[config.mk]
export PLATFORM = sky130hd
export DESIGN_NAME = wb_master_ctrl
export DESIGN_NICKNAME = d
export VERILOG_FILES = /design/src/rtl/wb_mcu_pkg.sv /design/src/rtl/wb_timeout_ctr.sv /design/src/rtl/wb_master_ctrl.sv
export SDC_FILE = /design/constraint.sdc
export NUM_CORES = 1
export LEC_CHECK = 0
export ABC_AREA = 1
export ABC_CLOCK_PERIOD_IN_PS = 1600
export CORE_ASPECT_RATIO = 0.5
export CORE_UTILIZATION = 40
export DETAILED_ROUTE_END_ITERATION = 16
export GPL_ROUTABILITY_DRIVEN = 0
export PLACE_DENSITY = 0.85
export SETUP_SLACK_MARGIN = 0.15
export SLEW_MARGIN = 20
export SYNTH_ARGS = -nofsm -noshare
export SYNTH_HDL_FRONTEND = slang
export SYNTH_SLANG_ARGS = --single-unit
[constraint.sdc]
create_clock -name clk_i -period 1.6 [get_ports clk_i]
set_clock_uncertainty 0.15 [all_clocks]
set_input_delay 0.16 -clock clk_i [delete_from_list [all_inputs] [get_ports clk_i]]
set_output_delay 0.16 -clock clk_i [all_outputs]
set_load 0.1 [all_outputs]
[src/rtl/wb_mcu_pkg.sv]
// Shared types and helpers for the Wishbone master controller.
package wb_mcu_pkg;

  typedef enum logic [1:0] {
    IDLE  = 2'd0,
    BUS   = 2'd1,
    LOCAL = 2'd2
  } state_t;

  localparam logic RD = 1'b0;
  localparam logic WR = 1'b1;

  localparam logic SEL_OFF = 1'b0;
  localparam logic SEL_ON  = 1'b1;

  // Expand one byte-lane select bit into its 8-bit data mask.
  function automatic logic [7:0] lane_mask(input logic sel);
    lane_mask = {8{sel}};
  endfunction

endpackage

[src/rtl/wb_timeout_ctr.sv]
// Bus response watchdog; expires on the last allowed cycle without response.
module wb_timeout_ctr #(
  parameter int TIMEOUT = 64
) (
  input  logic clk,
  input  logic rst,
  input  logic clr,
  input  logic run,
  output logic expired
);

  generate
    if (TIMEOUT == 0) begin : g_off
      assign expired = 1'b0;
    end else begin : g_on
      localparam int CW = (TIMEOUT > 1) ? $clog2(TIMEOUT) : 1;
      logic [CW-1:0] cnt;

      always_ff @(posedge clk) begin
        if (rst || clr) begin
          cnt <= '0;
        end else if (run) begin
          cnt <= cnt + CW'(1);
        end
      end

      assign expired = run && (cnt == CW'(TIMEOUT - 1));
    end
  endgenerate

endmodule

[src/rtl/wb_master_ctrl.sv]
// Wishbone classic master with local PSW alias, bus error and timeout abort.
module wb_master_ctrl
  import wb_mcu_pkg::*;
#(
  parameter int WORD    = 16,
  parameter int ADDR_W  = 15,
  parameter int TIMEOUT = 64
) (
  input  logic                clk_i,
  input  logic                rst_i,
  input  logic                en_i,
  input  logic                rw_i,
  input  logic                pswAddr_i,
  input  logic [WORD/8-1:0]   sel_i,
  input  logic [ADDR_W-1:0]   addr_i,
  input  logic [WORD-1:0]     data_i,
  input  logic [WORD-1:0]     psw_i,
  output logic                busy_o,
  output logic                done_o,
  output logic                err_o,
  output logic                pswWr_o,
  output logic [WORD-1:0]     data_o,
  input  logic                ack_i,
  input  logic                err_i,
  input  logic [WORD-1:0]     dat_i,
  output logic                we_o,
  output logic                stb_o,
  output logic                cyc_o,
  output logic [WORD/8-1:0]   sel_o,
  output logic [ADDR_W-1:0]   adr_o,
  output logic [WORD-1:0]     dat_o
);

  localparam int LANES = WORD / 8;

  state_t state, state_nx;

  logic            rw_q;
  logic            accept;
  logic            on_bus;
  logic            on_local;
  logic            resp;
  logic            expired;
  logic [WORD-1:0] mask;

  assign busy_o   = (state != IDLE);
  assign accept   = en_i & ~busy_o;
  assign on_bus   = (state == BUS);
  assign on_local = (state == LOCAL);
  assign resp     = ack_i | err_i;

  assign cyc_o   = on_bus;
  assign stb_o   = on_bus;
  assign we_o    = on_bus & (rw_q == WR);
  assign pswWr_o = on_local & (rw_q == WR);

  for (genvar i = 0; i < LANES; i++) begin : g_lane
    assign mask[8*i +: 8] = lane_mask(sel_o[i]);
  end

  wb_timeout_ctr #(
    .TIMEOUT(TIMEOUT)
  ) u_tmo (
    .clk    (clk_i),
    .rst    (rst_i),
    .clr    (accept),
    .run    (on_bus & ~resp),
    .expired(expired)
  );

  always_ff @(posedge clk_i) begin
    if (rst_i) begin
      state <= IDLE;
    end else begin
      state <= state_nx;
    end
  end

  always_comb begin
    state_nx = state;
    unique case (state)
      IDLE: begin
        if (accept && pswAddr_i) begin
          state_nx = LOCAL;
        end else if (accept && (sel_i != '0)) begin
          state_nx = BUS;
        end
      end
      BUS: begin
        if (resp || expired) begin
          state_nx = IDLE;
        end
      end
      LOCAL:   state_nx = IDLE;
      default: state_nx = IDLE;
    endcase
  end

  // err_i beats a simultaneous ack_i; an empty lane select aborts at accept.
  always_ff @(posedge clk_i) begin
    if (rst_i) begin
      done_o <= 1'b0;
      err_o  <= 1'b0;
      rw_q   <= RD;
      sel_o  <= '0;
      adr_o  <= '0;
      dat_o  <= '0;
      data_o <= '0;
    end else begin
      done_o <= (on_bus & ack_i & ~err_i) | on_local;
      err_o  <= (on_bus & (err_i | expired))
              | (accept & ~pswAddr_i & (sel_i == '0));
      if (accept) begin
        rw_q  <= rw_i;
        sel_o <= sel_i;
        adr_o <= addr_i;
        dat_o <= data_i;
      end
      if (on_bus && ack_i && !err_i && rw_q == RD) begin
        data_o <= dat_i & mask;
      end else if (on_local && rw_q == RD) begin
        data_o <= psw_i & mask;
      end
    end
  end

endmodule

# --- Word-level counts from Yosys, hierarchy flattened ---
# Index checks and enable logic that the tools add are counted.
word_totals:
  ff_bits: 60
  in_bits: 72
  out_inout_bits: 56
  word_cells: 57
op_classes:
  add_sub_neg: 1
  eq_ne: 5
  n_mux: 6
  n_bitwise: 20
  n_reduce_logical: 16
ops:
  columns: ["operator", "n"]
  rows:
  - ["$and A16 B16 Y16", 2]
  - ["$mux W16", 2]
  - ["$and A1 B1 Y1", 9]
  - ["$logic_and A1 B1 Y1", 7]
  - ["$add A6 B1 Y6 const B", 1]
  - ["$eq A6 B6 Y1 const B", 1]
  - ["$mux W2", 3]
  - ["$reduce_bool A2 Y1", 3]
  - ["$not A1 Y1", 5]
  - ["$logic_not A2 Y1", 2]
  - ["$or A1 B1 Y1", 4]
  - ["$pmux W2 S2", 1]
  - ["$ne A3 B3 Y1 const B", 1]
  - ["$eq A2 B1 Y1 const B", 1]
  - ["$eq A2 B2 Y1 const B", 1]
  - ["$logic_or A1 B1 Y1", 2]
  - ["$ne A2 B1 Y1 const B", 1]
  - ["$reduce_and A2 Y1", 1]
  - ["$logic_not A1 Y1", 1]

# --- Longest topological paths before layout ---
logic_depth:
  word_depth: 7
  ltp_mapped: 8
  depth_no_buf: 7

# --- Modules after synthesis ---
# From an unflattened synthesis, not the netlist that was laid out.
hier_totals:
  hier_cells: 347
  hier_area_um2: 2547.4
by_module_without_submodules:
  columns: ["module", "n_inst", "cells_per_inst", "area_per_inst_um2", "seq_area_each_um2"]
  rows:
  - ["wb_master_ctrl", 1, 308, 2262.2, 1081.0]
  - ["wb_timeout_ctr", 1, 39, 285.3, 120.1]

# --- Worst setup path before layout ---
# No wires, ideal clock.
synth_timing:
  path_kind: "flip-flop to output port"
  start: "reg rw_q"
  end: "out pswWr_o"
  arrival_time_ns: 2.779
  required_ns: 1.290
  slack_ns: -1.489
  stages_incl_launch_ff: 5
  path_buffers: 2
  path_cell_list: "dfxtp_1 inv_1 buf_2 buf_2 nor3_1"
synth_between:
  elab_chain_len: 1
synth_lines:
  columns: ["item", "line", "rtl"]
  rows:
  - ["from (decl)", "wb_master_ctrl.sv:38", "logic rw_q;"]
  - ["from (signal assigned)", "wb_master_ctrl.sv:114", "rw_q <= rw_i;"]
  - ["$and A1 B1 Y1", "wb_master_ctrl.sv:55", "assign pswWr_o = on_local & (rw_q == WR);"]
  - ["to (decl)", "wb_master_ctrl.sv:21", "output logic pswWr_o,"]
# No other way between the ends.

# --- Final worst setup path ---
layout_timing:
  start: "reg state[0]"
  end: "reg data_o[13]"
layout_between:
  elab_chain_len: 5
  word_cells_on_any_way: 8
  classes_between: "2 x eq/ne; 1 x mux; 5 x reduce/logical"
layout_lines:
  columns: ["item", "line", "rtl"]
  rows:
  - ["from (decl)", "wb_master_ctrl.sv:36", "state_t state, state_nx;"]
  - ["from (signal assigned)", "wb_master_ctrl.sv:75", "state <= state_nx;"]
  - ["$eq A2 B1 Y1", "wb_master_ctrl.sv:48", "assign on_bus = (state == BUS);"]
  - ["$logic_and A1 B1 Y1 (3 in a row)", "wb_master_ctrl.sv:119", "if (on_bus && ack_i && !err_i && rw_q == RD) begin"]
  - ["$mux W16 / $reduce_bool A2 Y1 (equally long branches)", null, null]
  - ["to (signal assigned)", "wb_master_ctrl.sv:120", "data_o <= dat_i & mask;"]
  - ["to (signal assigned)", "wb_master_ctrl.sv:122", "data_o <= psw_i & mask;"]
  - ["to (decl)", "wb_master_ctrl.sv:22", "output logic [WORD-1:0] data_o,"]
# Parallel ways exist; a longest one is shown, timed or not.
# A chain may end at the register's enable or synchronous reset.

==> flow_summary.json <==
{
  "ys_warn_count": 0,
  "rsz0062_at_grt": "yes",
  "insertion_delay_ns": 0.33,
  "r2r-end": "data_o[13]",
  "core_mm2": 0.00575,
  "outcome": "complete, but fails checks",
  "clockBufferDepth": 2,
  "grt_pass1_wl_um": 16300,
  "fmax_mhz": 548,
  "grt_start_max_net_pins": 25,
  "fill_cells": 246,
  "period_share_pct": 114,
  "setup_viol": 23,
  "place_ws_ns": -0.0878,
  "cp-start-kind": "flop",
  "synth_seq_cells": 60,
  "port_buffers": 127,
  "slew_violations": 0,
  "failed_checks": "negative setup slack",
  "layout_common_cells": "clkdlybuf4s50_1, nor2_1, buf_12, dfxtp_1, nand2_1",
  "synth_cell_types": 24,
  "syn_inst": 343,
  "overflow": 0,
  "clock_sink_count": 60,
  "clk_pin_slew_ns": 0.06,
  "grt_util_all_layers_pct": 33.1,
  "num_rows": 19,
  "p_total_mw": 5.23,
  "die_w_um": 114,
  "cp_max_fo": 8,
  "grt_pass1_vias": 3213,
  "totalWireLength_um": 11800,
  "synth_area_mm2": 0.00251,
  "power_density_mw_per_mm2": 1010,
  "rr_worst_depth": 7,
  "drtIter0Drc": 321,
  "cts_max_level": 3,
  "antenna_found_initial": 0,
  "path_class": "flop to flop",
  "cp-startpoint": "state[0]",
  "reg2reg_slack_ns": -0.22,
  "pwr-share-seq_pct": 32.2,
  "fin_area_mm2": 0.00516,
  "ioPinCount": 128,
  "layout.cells.most_common": "clkdlybuf4s50_1",
  "worst_slack_ns": -0.224,
  "holdWs_ns": 0.301,
  "max-vdd-ir-drop_uv": 985,
  "regToRegStartpoint": "state[0]",
  "antenna_cells": 0,
  "synth_fp_nets": 416,
  "first_pass_iters": 5,
  "post_drt_wl_per_cell_um": 20.3,
  "die_h_um": 58.0,
  "dpl_cell_area_mm2": 0.00458,
  "switchingPower_mw": 1.81,
  "p_leak_nw": 2.10,
  "tns_ns": -1.55,
  "ys_seq_area_share_pct": 47.9,
  "max-slew-margin-rel_pct": 73.3,
  "cts_buffers": 9,
  "final_hold_viol_count": 0,
  "hp-class": "input pin to flop",
  "syn_to_final_growth_pct": 106,
  "power_frac_clock_pct": 36.3,
  "required_ns": 1.69,
  "ant_nets": 0,
  "finalCriticalPeriod_ns": 1.82,
  "dieArea_mm2": 0.00661,
  "maxCapViolCount": 0,
  "avgSynthCellArea_um2": 7.31,
  "arrival_ns": 1.92,
  "route.vias.total": 3250,
  "endpoint": "data_o[13]",
  "cts_tree": "done",
  "root_buffer": "clkbuf_16",
  "crit_path_end_kind": "flop",
  "drc": 0,
  "start_util_pct": 43.6,
  "layout.nets": 566,
  "p_comb_share_pct": 31.5,
  "worst_slew_pin_slew_ns": 0.398,
  "internal-power_mw": 3.42,
  "hpwl_um": 5980,
  "vias_per_cell": 5.59,
  "layout-drive-gt1-share_pct": 31.0,
  "sw_frac_of_total_pct": 34.6
}
==> layer usage <==
layer / GRT usage [%] / wire length (um)
met5: 0 / 0
met4: 19.3 / 595
met3: 10.5 / 1160
met2: 59.0 / 5690
met1: 35.3 / 4360
==> how the worst min path moves through the flow <==
stage                      start                end  slack, ns  cells after the start
2_1_floorplan         addr_i[14]          adr_o[14]       0.17                      2
3_3_place_gp   u_tmo.g_on.cnt[1]  u_tmo.g_on.cnt[1]       0.32                      2
3_5_place_dp   u_tmo.g_on.cnt[3]  u_tmo.g_on.cnt[3]       0.34                      2
4_1_cts                addr_i[6]           adr_o[6]       0.29                      3
5_1_grt                data_i[7]           dat_o[7]       0.33                      3
6_report               data_i[0]           dat_o[0]       0.30                      3
==> critical path, cell delays in order (launching register included) <==
cell	delay, ns
dfxtp_4	0.37
inv_4	0.05
nor2_4	0.12
buf_6	0.13
nand4_4	0.19
a21oi_4	0.34
nand2_1	0.16
a21oi_1	0.22
==> metrics by stage <==
step / util (%) / std cells
6_report: 89.8 / 581
5_1_grt: 89.8 / 581
4_1_cts: 87.9 / 580
3_5_place_dp: 79.7 / 553
3_3_place_gp: 79.7 / 553
2_1_floorplan: - / 343
==> cells by family (layout without fill, tap and decap cells) <==
group | after synthesis | in the layout | share of synthesized area, %
simple gates | 178 | 178 | 30.8
compound gates | 66 | 66 | 14.2
flops | 60 | 60 | 47.9
buf+inv | 37 | 191 | 6.24
fa+ha+maj | 1 | 1 | 0.499
xor+xnor | 1 | 1 | 0.349
==> Yosys cell counts <==
master     n  area, um2
buf_4      2       15.0
nand3b_1   1       7.51
dfxtp_1   60       1200
a21oi_4    2       32.5
nand2_4    1       11.3
or2_0      1       6.26
nand3_2    1       10.0
clkbuf_1  10       37.5
a211oi_1   1       7.51
o21ai_0   38        190
xor2_1     1       8.76
clkbuf_2   1       5.00
nor3b_1    1       7.51
nand2_1   59        221
buf_2      7       35.0
nand3_1   36        180
ha_1       1       12.5
nor3_1     3       15.0
nor2_1    72        270
inv_1     16       60.1
a21oi_1   25        125
nor2_4     2       22.5
nand4_4    1       21.3
inv_2      1       3.75
==> final cells by class <==
cell class	count	area, um2	area share [%]
inverters	17	71.3	1.38
multi-input cells	246	1310	25.3
clock buffers	14	284	5.50
flip-flops and latches	60	1210	23.5
clock inverters	1	5.00	0.0969
repair buffers	159	2180	42.2
well taps	84	105	2.04
==> repair_timing <==
action,4_1_cts,5_1_grt
resized for setup,26,33
setup buffers,12,1
pin swaps,12,9
hold buffers,0,0
gates cloned,0,0
endpoints found under the setup margin,56,62
==> state kept, by name, indices dropped and copies added, names as in the netlist <==
signal / count
state: 2
err_o: 1
sel_o: 2
adr_o: 15
dat_o: 16
data_o: 16
rw_q: 1
u_tmo.g_on.cnt: 6
done_o: 1
==> power groups by stage <==
stage | sequential (mW) | combinational (mW) | clock [mW]
2_1_floorplan | 2.24 | 0.299 | 0
3_3_place_gp | 1.70 | 1.51 | 0
3_5_place_dp | 1.71 | 1.52 | 0
4_1_cts | 1.68 | 1.58 | 1.87
5_1_grt | 1.69 | 1.70 | 1.96
6_report | 1.68 | 1.65 | 1.90
No activity file was read; power rests on OpenSTA's default activity.
